<file path="src/rtl/gate_bist_ctrl.sv">
// Built-in self-test sequencer for a 2-input gate unit: walks {a,b} through 00..11,
// compares the packed gate outputs against a golden model and reports a sticky fail summary.
//
// state    | meaning
// ---------+----------------------------------------------------------
// ST_IDLE  | waiting for start; results from the last run held
// ST_DRIVE | current vector on a/b, first cycle
// ST_WAIT  | settle time, SETTLE cycles counted down (skipped if 0)
// ST_CHECK | sample y, accumulate mismatches, advance vector
// ST_DONE  | one-cycle done pulse, pass valid
module gate_bist_ctrl #(
    parameter int unsigned SETTLE = 1
) (
    input  logic       clk,
    input  logic       rst,
    input  logic       start,
    output logic       a,
    output logic       b,
    input  logic [6:0] y,
    output logic       busy,
    output logic       done,
    output logic       pass,
    output logic [6:0] fail_mask,
    output logic [1:0] first_fail_vec,
    output logic       first_fail_valid
);

    typedef enum logic [2:0] {
        ST_IDLE,
        ST_DRIVE,
        ST_WAIT,
        ST_CHECK,
        ST_DONE
    } state_t;

    localparam logic [3:0] WAIT_LOAD = (SETTLE == 0) ? 4'd0 : 4'(SETTLE - 1);

    state_t     state;
    state_t     state_nxt;
    logic [1:0] vec;
    logic [3:0] wait_cnt;
    logic [6:0] y_exp;
    logic [6:0] mismatch;
    logic [6:0] mask_nxt;

    assign a    = vec[1];
    assign b    = vec[0];
    assign busy = (state != ST_IDLE);
    assign done = (state == ST_DONE);

    // Golden gate model, bit order matches the packed y bus
    assign y_exp    = {~a, ~(a ^ b), a ^ b, ~(a | b), ~(a & b), a | b, a & b};
    assign mismatch = y ^ y_exp;
    assign mask_nxt = fail_mask | mismatch;

    always_comb begin
        state_nxt = state;
        case (state)
            ST_IDLE:  if (start) state_nxt = ST_DRIVE;
            ST_DRIVE: state_nxt = (SETTLE == 0) ? ST_CHECK : ST_WAIT;
            ST_WAIT:  if (wait_cnt == 4'd0) state_nxt = ST_CHECK;
            ST_CHECK: state_nxt = (vec == 2'd3) ? ST_DONE : ST_DRIVE;
            ST_DONE:  state_nxt = ST_IDLE;
            default:  state_nxt = ST_IDLE;
        endcase
    end

    always_ff @(posedge clk) begin
        if (rst) state <= ST_IDLE;
        else     state <= state_nxt;
    end

    always_ff @(posedge clk) begin
        if (rst) begin
            vec              <= 2'd0;
            wait_cnt         <= 4'd0;
            pass             <= 1'b0;
            fail_mask        <= 7'd0;
            first_fail_vec   <= 2'd0;
            first_fail_valid <= 1'b0;
        end else begin
            case (state)
                ST_IDLE: begin
                    if (start) begin
                        vec              <= 2'd0;
                        pass             <= 1'b0;
                        fail_mask        <= 7'd0;
                        first_fail_vec   <= 2'd0;
                        first_fail_valid <= 1'b0;
                    end
                end
                ST_DRIVE: wait_cnt <= WAIT_LOAD;
                ST_WAIT: begin
                    if (wait_cnt != 4'd0) wait_cnt <= wait_cnt - 4'd1;
                end
                ST_CHECK: begin
                    fail_mask <= mask_nxt;
                    if ((mismatch != 7'd0) && !first_fail_valid) begin
                        first_fail_vec   <= vec;
                        first_fail_valid <= 1'b1;
                    end
                    // pass is resolved here so it is already valid while done is high
                    if (vec != 2'd3) vec  <= vec + 2'd1;
                    else             pass <= (mask_nxt == 7'd0);
                end
                default: ;
            endcase
        end
    end

endmodule

</file>
<file path="config.mk">
export PLATFORM = sky130hd
export DESIGN_NAME = gate_bist_ctrl
export DESIGN_NICKNAME = d
export VERILOG_FILES = /design/src/rtl/gate_bist_ctrl.sv
export SDC_FILE = /design/constraint.sdc
export NUM_CORES = 1
export LEC_CHECK = 0
export BUFFER_PORTS_ARGS = -buffer_cell sky130_fd_sc_hd__buf_2
export CAP_MARGIN = 30
export CORE_ASPECT_RATIO = 0.9
export CORE_MARGIN = 5
export CORE_UTILIZATION = 29
export CTS_CLUSTER_SIZE = 12
export DETAILED_ROUTE_END_ITERATION = 8
export GPL_TIMING_DRIVEN = 0
export PLACE_DENSITY_LB_ADDON = 0.12
export SLEW_MARGIN = 20
export SYNTH_ARGS = -nofsm -noshare
export SYNTH_HDL_FRONTEND = slang
export SYNTH_SLANG_ARGS = --single-unit
</file>
<file path="constraint.sdc">
create_clock -name clk -period 3.08 [get_ports clk]
set_clock_uncertainty 0.15 [all_clocks]
set_input_delay 0.154 -clock clk [delete_from_list [all_inputs] [get_ports clk]]
set_output_delay 0.154 -clock clk [all_outputs]
set_load 0.01 [all_outputs]
</file>
==> results of run 1 <==
## flip-flops by register name, summed over array words and instances (netlist names)
| register | count |
|---|---|
| fail_mask | 7 |
| first_fail_valid | 1 |
| first_fail_vec | 2 |
| pass | 1 |
| state | 3 |
| vec | 2 |
| wait_cnt | 4 |
## cell type report
cell class / instances / share of cell area
buffer: 5 / 0.0152
clock buffer: 4 / 0.0446
inverter: 9 / 0.0274
multi-input combinational: 87 / 0.447
sequential: 20 / 0.324
tap: 44 / 0.0446
timing repair buffer: 24 / 0.0973
## synthesized netlist by cell type
cell / number / area, sq um
sky130_fd_sc_hd__xnor2_1: 6 / 52.6
sky130_fd_sc_hd__a22oi_1: 4 / 30.0
sky130_fd_sc_hd__a21oi_1: 10 / 50.1
sky130_fd_sc_hd__nand2_1: 5 / 18.8
sky130_fd_sc_hd__o21ai_0: 7 / 35.0
sky130_fd_sc_hd__inv_1: 9 / 33.8
sky130_fd_sc_hd__o21a_1: 2 / 15.0
sky130_fd_sc_hd__or3_1: 2 / 12.5
sky130_fd_sc_hd__nor3_1: 3 / 15.0
sky130_fd_sc_hd__o31a_2: 1 / 10.0
sky130_fd_sc_hd__a2111oi_0: 1 / 8.76
sky130_fd_sc_hd__clkbuf_1: 5 / 18.8
sky130_fd_sc_hd__nand4b_1: 1 / 8.76
sky130_fd_sc_hd__nor3b_1: 2 / 15.0
sky130_fd_sc_hd__a211oi_1: 1 / 7.51
sky130_fd_sc_hd__and3b_1: 1 / 8.76
sky130_fd_sc_hd__or3_4: 1 / 11.3
sky130_fd_sc_hd__nor4_1: 2 / 12.5
sky130_fd_sc_hd__or4_1: 5 / 37.5
sky130_fd_sc_hd__nor2b_1: 2 / 12.5
sky130_fd_sc_hd__ha_1: 3 / 37.5
sky130_fd_sc_hd__o31ai_1: 1 / 7.51
sky130_fd_sc_hd__nand4_1: 1 / 6.26
sky130_fd_sc_hd__o32ai_1: 2 / 17.5
sky130_fd_sc_hd__nand3b_1: 1 / 7.51
sky130_fd_sc_hd__nand2b_1: 2 / 12.5
sky130_fd_sc_hd__o21bai_1: 1 / 7.51
sky130_fd_sc_hd__nor2_1: 15 / 56.3
sky130_fd_sc_hd__dfxtp_1: 20 / 400
sky130_fd_sc_hd__o211ai_1: 1 / 7.51
sky130_fd_sc_hd__xor2_1: 1 / 8.76
sky130_fd_sc_hd__a221oi_1: 1 / 8.76
sky130_fd_sc_hd__and2_1: 2 / 12.5
## worst max-delay path: cells and delay by family, from the launching register on
kind | cells | cell delay (ps)
XOR/XNOR | 1 | 170
AND/OR/NAND/NOR | 2 | 950
adder cells (fa/ha/maj) | 1 | 350
buffers and inverters | 1 | 80
AO/OA/AOI/OAI | 1 | 150
flip-flops | 1 | 410
## per-layer routing
layer	part of all wire	wire (um)
met5	0	0
met4	0.0073	18
met3	0.053	131
met2	0.45	1110
met1	0.49	1210
## where the power goes
group	switching, mW	internal [mW]	total (mW)
logic	0.0761	0.0548	0.131
clock network	0.0855	0.114	0.199
registers	0.0112	0.274	0.285
total	0.173	0.442	0.615
## cells by family after synthesis
family / Yosys count / synth area share
AOI/OAI and AO/OA: 32 / 0.204
xor gates and xnor gates: 7 / 0.0610
adders and majority gates: 3 / 0.0374
buffers and inverters: 14 / 0.0523
DFF: 20 / 0.399
and+or+nand+nor: 45 / 0.247
## through the flow
step           cell area [sq um]   util
2_1_floorplan               1000      -
3_3_place_gp                1180  0.352
3_5_place_dp                1180  0.352
4_1_cts                     1230  0.368
5_1_grt                     1230  0.368
6_report                    1230  0.368
## final timing paths
path                                  start                             end  slack [ps]  cells past startpoint
max                     vec[1]$_SDFFE_PP0P_               pass$_SDFFE_PP0P_         760                      6
max reg2reg             vec[1]$_SDFFE_PP0P_               pass$_SDFFE_PP0P_         760                      6
min reg2reg  first_fail_vec[1]$_SDFFE_PP0P_  first_fail_vec[1]$_SDFFE_PP0P_         330                      2
min                                     rst  first_fail_vec[1]$_SDFFE_PP0P_         130                      4
==> results by stage, run 1 <==
STA:
- The routed design could run at a clock period as short as 2320 ps.
- The hold violation count in the final report came to 0.
- The number of max-slew violations in the final report is 0.
- Setup slack on the critical path of the routed design comes to 757 ps.
- Final hold analysis gives a worst-case slack of ~130 ps.
- Setup violations remaining at the end of the flow were counted as 0.
- The tightest slew margin relative to the limit is 0.692.
- Adding up every negative setup slack in the final design gives 0 ps.
- At the pin with the least slew margin, the transition time is roughly 460 ps.
- Setup repair after global routing left no endpoint under its margin.
- The maximum frequency from static timing analysis is between 400 and 500 MHz.
- In the finished design, the share of the clock period the worst path needs comes to 0.754.

Cells and area:
- The combined flip-flop and latch cell area is roughly 400 sq um.
- The number of filler cells placed in the layout is 370.
- The filler-free cell count of the finished design is between 150 and 200.
- The area taken by multi-input logic gates is 552 sq um.
- The library cell used most frequently in the layout, excluding fill and tap cells, is sky130_fd_sc_hd__buf_2.
- The final layout contains roughly 160 nets.
- The share of final-layout standard cells stronger than drive strength 1 is 0.201.
- The library cells used most frequently in the layout, excluding fill and tap cells, are 24 x sky130_fd_sc_hd__buf_2, 20 x sky130_fd_sc_hd__dfxtp_1, 15 x sky130_fd_sc_hd__nor2_1, 10 x sky130_fd_sc_hd__a21oi_1, 9 x sky130_fd_sc_hd__inv_1.
- Compared with the post-synthesis result, the final layout area differs by 22.9%.
- 0 antenna diodes ended up in the layout.

Worst setup path:
- The cell at the slowest stage of the critical path is sky130_fd_sc_hd__or4_1.
- Data on the critical path is required at its endpoint by between 3000 and 4000 ps.
- The worst setup path is launched from a flip-flop.
- The critical path goes through inv_1 > ha_1 > xnor2_1 > or3_4 > or4_1 > a21oi_1.
- The element type at the critical path end is a flip-flop.
- The delay of the slowest cell on the worst path is 560 ps.
- The setup path with the least slack is of type flip-flop to flip-flop.
- The largest fanout of any net on the critical path is 5.
- Data on the critical path arrives at its endpoint at 2360 ps.

CTS:
- Post-CTS repair changed the size of 0 cells.
- TritonCTS built the clock tree.
- The source-to-sink clock delay at the later pin of the worst-skew pair is between 200 and 300 ps.
- CTS built an H-tree with a depth of 1.
- The buffer depth of the longest clock path is 2.
- The number of CTS-inserted buffers is 3.
- The clock-pin slew on the worst setup and hold paths is roughly 70 ps.
- The clock root buffer is sky130_fd_sc_hd__clkbuf_8.
- The number of buffers added for setup after CTS is 0.
- The clock drives 20 sinks.
- The hold-fix buffer count after cts is 0.

Logic synthesis:
- The number of different library cells used by synthesis comes to 33.
- A synthesized cell averages 8.30 sq um.
- The total nets after synthesis is ~130.
- For this run, the register share of the synthesized area comes to 0.399.
- The synthesized cell area is around 1000 sq um.
- In this run, synthesis produced a sequential element count of 20.
- The cell count after synthesis is roughly 120.
- During synthesis, Yosys emitted a total of 0 warnings.

Global route:
- The residual overflow from global routing is 0.
- The met3 track demand over resource in global routing is 0.0456.
- The global-route wire length before repair is 4.39 mm.
- The via count of the first global-routing pass is between 900 and 1,000.
- The maximum number of pins on one net before global-route repair is 12.
- The global-route total usage across every layer is 0.117.
- The met2 track utilization from global routing is 0.187.
- The routing layer with the top usage in global route is met2.
- For this run, global-route usage on met1 was measured as 0.151.
- The number of antenna violations at the first check in global routing was 0.

Die:
- The initial standard-cell utilization of the core is 0.300.
- The die covers ~4700 sq um.
- The die extent in y is roughly 66 um.
- 25 I/O pins were placed.
- The die width is 72.0 um.
- The site row count is 20.
- The placeable core area is about 3400 sq um.

Route:
- After detailed routing, the average wire length per cell comes to between 10 and 15 um.
- The residual antenna-violating net count after detailed routing is 0.
- The routed layout has between 900 and 1,000 vias.
- The initial detailed-routing violation count is 56.
- The overall routed net length is ~2.5 mm.
- After detailed routing, the number of remaining DRC violations is 0.
- The length of the first detailed-routing pass in iterations is 4.
- After detailed routing, the number of vias per cell comes to between 4 and 5.

Run:
- The tool flagged a number of max-cap violations equal to 0.

Placement:
- The post-detailed-placement half-perimeter wirelength is slightly below 2 mm.
- Including well taps, the total number of placed cells is ~190.
- The final weighted congestion in routability-driven placement is roughly 0.81.
- The minimum setup slack after placement is between 700 and 800 ps.
- Port buffering added 24 buffers.

Power:
- The leakage component of the power is a little under 0.5 nW.
- After layout, the design draws a total of approximately 0.6 mW.
- For this design the ratio of total power to cell area is around 500 nW/um^2.
- The highest ir drop seen on vdd is around 0.27 mV.

Min path:
- The path category of the worst min-delay check is input pin to flip-flop.

Run status:
- The run finished with clean final reports.
Power figures use the tool's default switching activity.
==> run 2, diff against run 1 <==
Clock period 3.08 ns to 2.3 ns, I/O delays scaled along.
==> run 2 against run 1 <==
Net effect: critical path depth stayed put; sequential cell count unchanged; worst setup slack worse by 630 ps; hold slack got worse by 32 ps; final cell count unchanged; highest routed layer unchanged.
==> results by stage, run 2 (synthesis gave the netlist of run 1 again) <==
Worst setup path:
- The worst setup slack for register-to-register paths is 130 ps (-630 ps).
- The element type at the critical path end is a flip-flop.
- The cell at the slowest stage of the critical path is sky130_fd_sc_hd__or4_1.
- The endpoint of the lowest-slack register-to-register path is pass$_SDFFE_PP0P_.
- The startpoint of the worst-slack reg-to-reg timing path is vec[1]$_SDFFE_PP0P_.
- By startpoint and endpoint, the worst setup path is classified as flip-flop to flip-flop.
- The delay of the slowest cell on the worst path was 550 ps (about the same).
- The largest fanout of any net on the critical path is 5 (unchanged).
- The number of cells traversed by the worst register-to-register path is 6 (unchanged).
- The arrival time reported for the critical path endpoint is 2210 ps (-150 ps).
- STA classifies the critical path startpoint as a flip-flop.
- Following the worst setup path forward leads to its endpoint at pass$_SDFFE_PP0P_.
- On the critical path the largest part of the delay comes from simple AND/OR/NAND/NOR gates.
- Walking the worst path, the cells encountered are inv_1 > ha_4 > xnor2_1 > or3_4 > or4_1 > a21oi_1.
- The worst setup path startpoint is vec[1]$_SDFFE_PP0P_.
- The buffering stage count on the worst path with inverters included came to 1 (unchanged).
- The required time reported for the critical path endpoint came to 2340 ps (-780 ps).
- The number of logic stages on the critical path including buffering came to 6 (unchanged).

Route:
- The number of DRC violations after detailed routing is 0 (unchanged).
- The residual antenna-violating net count after detailed routing is 0 (unchanged).
- The length of the first detailed-routing pass in iterations is 4 (unchanged).
- The vias per cell is 4.88 (-0.11%).
- The overall routed net length was 2.50 mm (+1.0%).
- The via count is 941 (-0.11%).
- The initial detailed-routing violation count came to 48 (-14%).
- The per-cell routed wire length is 12.9 um (+1.0%).

Die:
- The number of placed I/O pins is 25 (unchanged).
- The floorplan die area was 4740 sq um (unchanged).
- The die width came to 72.0 um (unchanged).
- The die extent in y came to 65.8 um (unchanged).
- The site row count was 20 (unchanged).
- The placeable core area is 3350 sq um (unchanged).
- The initial standard-cell utilization of the core is 0.300 (unchanged).

CTS:
- The number of buffers added for setup after CTS is 0 (unchanged).
- The clock-pin slew on the worst setup and hold paths was 70 ps (about the same).
- TritonCTS built the clock tree.
- The H-tree depth reported by CTS was 1 (unchanged).
- The source-to-sink clock delay at the later pin of the worst-skew pair came to 260 ps (about the same).
- The number of CTS-inserted buffers is 3 (unchanged).
- The buffer depth of the longest clock path is 2 (unchanged).
- Clock tree synthesis selected as its root buffer the cell sky130_fd_sc_hd__clkbuf_8.
- The clock sink total is 20 (unchanged).

Placement:
- The count of buffers from port buffering was 24 (unchanged).
- The post-detailed-placement half-perimeter wirelength came to 1.96 mm (unchanged).
- The final weighted congestion in routability-driven placement was 0.812 (unchanged).
- The number of placed instances, taps included is 189 (unchanged).

STA:
- The maximum frequency from static timing analysis is 460 MHz (+7.0%).
- The number of setup violations in the final report is 0 (unchanged).
- The hold violation count in the final report came to 0 (unchanged).
- Setup repair after global routing left no endpoint under its margin.
- The number of max-slew violations in the final report is 0 (unchanged).
- The transition at the pin with the smallest max-transition slack is 459 ps (-2.78 ps).
- The tightest slew margin relative to the limit came to 0.694 (+0.00186).
- The clock period minus final worst setup slack is 2170 ps (-151 ps).
- The portion of the clock cycle consumed by the worst path in the final layout is 0.944 (+0.190).

Power:
- The highest ir drop seen on vdd is 0.353 mV (+29%).
- The net switching power is 0.231 mW (+34%).
- The switching share of total power is 0.280 (-0.00123).
- The power per unit of standard cell area is 660 nW/um^2 (+33%).
- The part of the power in registers is 0.463 (about the same).
- The logic gate share of total power came to 0.215 (+0.002).
- The leakage component of the power is 0.497 nW (+0.47%).
- The total power was 0.825 mW (+34%).
- The power share of the clock group came to 0.322 (-0.002).
- The internal portion of total power is 0.594 mW (+34%).

Cells and area:
- The area taken by multi-input logic gates is 564 sq um (+2.3%).
- The largest registers in the layout are fail_mask (7), wait_cnt (4), state (3).
- The area overhead of the layout relative to synthesis is 24.4%.
- The library cell used most frequently in the layout, excluding fill and tap cells, is sky130_fd_sc_hd__buf_2.
- The filler-free cell count of the finished design is 193 (unchanged).
- The final net count was 163 (unchanged).
- The share of final-layout standard cells stronger than drive strength 1 came to 0.221 (+0.0201).
- fail_mask holds more flip-flops than any other register.
- The combined flip-flop and latch cell area is 403 sq um (+0.62%).
- In the layout the commonest cells are 24 x sky130_fd_sc_hd__buf_2, 18 x sky130_fd_sc_hd__dfxtp_1, 15 x sky130_fd_sc_hd__nor2_1, 10 x sky130_fd_sc_hd__a21oi_1, 9 x sky130_fd_sc_hd__inv_1.
- The flip-flop count of the largest register, all copies and words added is 7 (unchanged).
- The number of filler cells placed in the layout is 368 (-0.54%).
- The number of diodes added for antenna fixing was 0 (unchanged).

Run:
- The max-cap violation count was 0 (unchanged).

Global route:
- The number of antenna violations at the first check in global routing is 0 (unchanged).
- The global-route total usage across every layer is 0.118 (+0.000603).
- The residual overflow from global routing is 0 (unchanged).
- The global-route wire length before repair was 4.40 mm (+0.32%).
- The via count of the first global-routing pass is 973 (-0.31%).
- The maximum number of pins on one net before global-route repair was 12 (unchanged).

Min path:
- The hold path depth was 4 (unchanged).
- The tightest min-delay check is of the input pin to flip-flop type.

Run status:
- The run finished with clean final reports.
## run 2: cell counts in the layout (fill, tap and decap cells not counted)
No cell type changed its count.
## run 2: per-stage QoR
stage	TNS [ps]	worst slack (ps)	area, sq um	utilization	hold WS, ps
after floorplan	0	98.2	1000	-	208
after global placement	-3.76	-3.76	1180	0.352	314
after detailed placement	-17.7	-17.7	1180	0.352	324
after CTS	0	32.9	1240	0.369	85.0
after global routing	0	37.4	1250	0.373	119
final	0	128	1250	0.373	98.7
## run 2: power groups by stage
stage / Combinational, mW / Clock, mW / Sequential [mW]
6_report: 0.178 / 0.266 / 0.382
5_1_grt: 0.204 / 0.294 / 0.385
4_1_cts: 0.177 / 0.283 / 0.381
3_5_place_dp: 0.176 / 0 / 0.389
3_3_place_gp: 0.175 / 0 / 0.388
2_1_floorplan: 0.126 / 0 / 0.388
## run 2: area by class of cell
cell class,count,share of cell area
multi-input combinational,87,0.451
sequential,20,0.322
timing repair buffer,24,0.0961
clock buffer,4,0.0440
tap,44,0.0440
inverter,9,0.0270
buffer,5,0.0150
## run 2: per-layer routing
| metal | track usage | part of all wire | vias up |
|---|---|---|---|
| met4 | 0.0211 | 0.0072 | 0 |
| met3 | 0.0456 | 0.052 | 4 |
| met5 | 0 | 0 | - |
| met2 | 0.188 | 0.44 | 17 |
| li1 | - | - | 489 |
| met1 | 0.152 | 0.50 | 431 |
## run 2: repair_timing
action / 4_1_cts / 5_1_grt
hold buffers: 0 / 0
resized for setup: 2 / 1
setup endpoints to repair: 1 / 1
## run 2: worst min path at each step
stage / start / to / slack [ps]
global placement: pass$_SDFFE_PP0P_ / pass$_SDFFE_PP0P_ / 310
finish: rst / first_fail_vec[1]$_SDFFE_PP0P_ / 100
global route: rst / first_fail_vec[0]$_SDFFE_PP0P_ / 120
detailed placement: first_fail_vec[1]$_SDFFE_PP0P_ / first_fail_vec[1]$_SDFFE_PP0P_ / 320
CTS: rst / first_fail_vec[1]$_SDFFE_PP0P_ / 80
floorplan: rst / first_fail_vec[0]$_SDFFE_PP0P_ / 210
## run 2: worst reg2reg max path, delay by kind of cell (launching register included)
family          cells  cell delay (ps)
flops               1              370
compound gates      1              140
xor+xnor            1              140
buf+inv             1               90
simple gates        2              940
fa+ha+maj           1              260
==> run 3, diff against run 2 <==
Settings changed: ABC_AREA set to 1.
==> run 3 against run 2 <==
Net effect: global-route usage is 1.2 points lower; via count increased by 12%; worst setup slack better by 290 ps; utilization decreased by 1.6 points; critical path depth is 8 higher; first-iteration DRC count decreased by 67%.
==> results by stage, run 3 <==
STA:
- Setup repair after global routing left no endpoint under its margin.
- The transition at the pin with the smallest max-transition slack came to 492 ps (+33.1 ps).
- The maximum frequency from static timing analysis is 531 MHz (+15%).
- The hold violation count in the final report is 0 (unchanged).
- The portion of the clock cycle consumed by the worst path in the final layout is 0.818 (-0.126).
- The worst hold slack is 73.4 ps (-25.3 ps).
- The final sum of negative setup slack is 0 ps (unchanged).
- The clock period minus final worst setup slack is 1880 ps (-290 ps).
- The number of max-slew violations in the final report is 0 (unchanged).
- The tightest slew margin relative to the limit is 0.672 (-0.0221).
- The number of setup violations in the final report came to 0 (unchanged).

Cells and area:
- The largest registers in the layout are fail_mask (7), wait_cnt (4), state (3).
- The library cells used most frequently in the layout, excluding fill and tap cells, are 37 x sky130_fd_sc_hd__nand2_1, 24 x sky130_fd_sc_hd__buf_2, 23 x sky130_fd_sc_hd__inv_1, 20 x sky130_fd_sc_hd__dfxtp_1, 16 x sky130_fd_sc_hd__a21oi_1.
- The register with the highest flop count is fail_mask.
- The share of final-layout standard cells stronger than drive strength 1 was 0.246 (+0.0245).
- The area growth from synthesis to layout is 21.3%.
- The number of diodes added for antenna fixing came to 0 (unchanged).
- The most common cell after layout, fill and taps aside is sky130_fd_sc_hd__nand2_1.
- The filler-free cell count of the finished design was 233 (+21%).
- The final net count is 202 (+24%).
- The flip-flop count of the largest register, all copies and words added came to 7 (unchanged).

CTS:
- The number of CTS-inserted buffers is 3 (unchanged).
- TritonCTS built the clock tree.
- The clock-pin slew on the worst setup and hold paths is 70 ps (about the same).
- The H-tree depth reported by CTS is 1 (unchanged).
- The source-to-sink clock delay at the later pin of the worst-skew pair is 250 ps (about the same).
- The number of buffers added for setup after CTS is 0 (unchanged).
- The buffer depth of the longest clock path is 2 (unchanged).
- The clock sink total was 20 (unchanged).
- The tree is rooted in a sky130_fd_sc_hd__clkbuf_8.

Logic synthesis:
- The most instantiated flip-flop cell in the synthesis netlist is sky130_fd_sc_hd__dfxtp_1.
- The count of flip-flops with a built-in enable after synthesis came to 0 (unchanged).
- The fraction of registers with async set or reset after synthesis came to 0 (unchanged).
- The synthesized cell area is 1070 sq um (+6.8%).
- The synthesized design spends more area on one cell type than any other, namely sky130_fd_sc_hd__dfxtp_1.
- By count the netlist is led by 37 x sky130_fd_sc_hd__nand2_1, 23 x sky130_fd_sc_hd__inv_1, 20 x sky130_fd_sc_hd__dfxtp_1.
- The area share of the largest cell type after synthesis is 0.373 (-0.0255).
- The synthesized flop and latch total is 20 (unchanged).
- The most instantiated library cell after synthesis is sky130_fd_sc_hd__nand2_1.
- The sequential fraction of the synthesis area is 0.373 (-0.0255).
- The synthesized area divided by synthesized cell count is 6.75 sq um (-19%).
- By area the synthesized netlist is led by sky130_fd_sc_hd__dfxtp_1 37%, sky130_fd_sc_hd__nand2_1 13%, sky130_fd_sc_hd__inv_1 8.0%.
- The total nets after synthesis is 172 (+28%).
- The post-synthesis cell type count is 24 (-27%).
- The cell count after synthesis is 159 (+31%).
- The Yosys warning count is 0 (unchanged).

Power:
- The power per unit of standard cell area is 907 nW/um^2 (+37%).
- The highest ir drop seen on vdd was 0.351 mV (-0.54%).
- The total power is 1.18 mW (+43%).
- The leakage component of the power is 0.651 nW (+31%).

Die:
- The initial standard-cell utilization of the core is 0.294 (-0.00569).
- The number of placed I/O pins came to 25 (unchanged).
- The placeable core area is 3650 sq um (+8.9%).
- The die width came to 74.1 um (+2.9%).
- The floorplan die area is 5020 sq um (+5.8%).
- The site row count was 21 (+5.0%).
- The die extent in y is 67.7 um (+2.9%).

Route:
- The vias per cell is 4.51 (-7.6%).
- The length of the first detailed-routing pass in iterations is 6 (+2).
- The overall routed net length came to 2.52 mm (+1.0%).
- The via count came to 1,050 (+12%).
- The number of DRC violations after detailed routing came to 0 (unchanged).
- The per-cell routed wire length came to 10.8 um (-16%).
- The residual antenna-violating net count after detailed routing came to 0 (unchanged).
- The initial detailed-routing violation count is 16 (-67%).

Global route:
- The number of antenna violations at the first check in global routing is 0 (unchanged).
- The global-route wire length before repair is 4.10 mm (-6.9%).
- The via count of the first global-routing pass is 954 (-2.0%).
- The global-route total usage across every layer is 0.106 (-0.0118).
- The maximum number of pins on one net before global-route repair is 11 (-1).
- The residual overflow from global routing is 0 (unchanged).

Worst setup path:
- The arrival time reported for the critical path endpoint is 1890 ps (-320 ps).
- The worst setup path startpoint is vec[1]$_SDFFE_PP0P_.
- The element type at the critical path end is a flip-flop.
- The required time reported for the critical path endpoint was 2300 ps (-40 ps).
- The element type at the critical path start is a flip-flop.
- The worst register-to-register path begins at vec[1]$_SDFFE_PP0P_.
- The worst setup path is of the flip-flop to flip-flop kind.
- The largest fanout of any net on the critical path came to 5 (unchanged).

Placement:
- The post-detailed-placement half-perimeter wirelength is 2.05 mm (+4.5%).
- The count of buffers from port buffering was 24 (unchanged).
- The number of placed instances, taps included is 229 (+21%).
- The final weighted congestion in routability-driven placement came to 0.718 (-12%).

Run status:
- The flow ran to the end, and the final reports show no timing, DRC or antenna violations.

Min path:
- The path category of the worst min-delay check is input pin to flip-flop.
- In this run the most critical hold path is launched from start.

Run:
- The max-cap violation count is 0 (unchanged).
[run 3: area by class of cell]
type | instances | area, sq um
multi-input cells | 108 | 549
flip-flops and latches | 20 | 400
plain buffers | 2 | 15.0
inverters | 29 | 109
well taps | 46 | 57.6
clock buffers | 3 | 41.3
repair buffers | 25 | 130
fillers | 409 | 2350
[run 3: path summary, 6_finish.rpt]
check | slack, ps | to | cells past startpoint
worst min-delay path | 70 | state[0]$_SDFFE_PP0P_ | 3
worst max register to register | 420 | first_fail_vec[1]$_SDFFE_PP0P_ | 14
worst max-delay path | 420 | first_fail_vec[1]$_SDFFE_PP0P_ | 14
worst min register to register | 340 | first_fail_valid$_SDFFE_PP0P_ | 2
[run 3: power breakdown]
part	switching [mW]	internal [mW]	total, mW
registers	0.0570	0.420	0.477
logic	0.293	0.183	0.476
clock network	0.112	0.117	0.228
[run 3: kinds of logic (layout without fill, tap and decap cells)]
group	after synthesis	in the layout	synth area share
adders and majority gates	3	3	0.0350
DFF	20	20	0.373
and+or+nand+nor	77	77	0.333
buffers and inverters	31	59	0.115
xor gates and xnor gates	1	1	0.00816
AOI/OAI and AO/OA	27	27	0.135
[run 3: per-stage QoR]
step	area, sq um	utilization	setup WS [ps]
2_1_floorplan	1070	-	539
3_3_place_gp	1250	0.343	423
3_5_place_dp	1250	0.343	400
4_1_cts	1300	0.357	388
5_1_grt	1300	0.357	249
6_report	1300	0.357	418
[run 3: critical path, cell delays in order, from the launching register on]
cell and delay [ps]:
sky130_fd_sc_hd__dfxtp_1 420, sky130_fd_sc_hd__inv_1 80, sky130_fd_sc_hd__ha_1 340, sky130_fd_sc_hd__inv_1 80
sky130_fd_sc_hd__nand2_1 50, sky130_fd_sc_hd__nand2_1 80, sky130_fd_sc_hd__nand2_1 50, sky130_fd_sc_hd__nor2_1 80
sky130_fd_sc_hd__nand2_1 70, sky130_fd_sc_hd__nand2_1 80, sky130_fd_sc_hd__nand2_2 60, sky130_fd_sc_hd__nand2_2 80
sky130_fd_sc_hd__nand2_1 50, sky130_fd_sc_hd__nand2_1 70, sky130_fd_sc_hd__nor2_2 30
[run 3: what timing repair did]
item,4_1_cts,5_1_grt
hold endpoints to repair,1,0
gates resized for setup,0,0
hold buffers,1,0
[run 3: layer usage]
metal,part of all wire,global-route usage,up-vias
met4,0.0091,0.0407,0
met1,0.49,0.135,462
met5,0,0,-
met3,0.050,0.0208,4
met2,0.45,0.176,17
li1,-,-,567
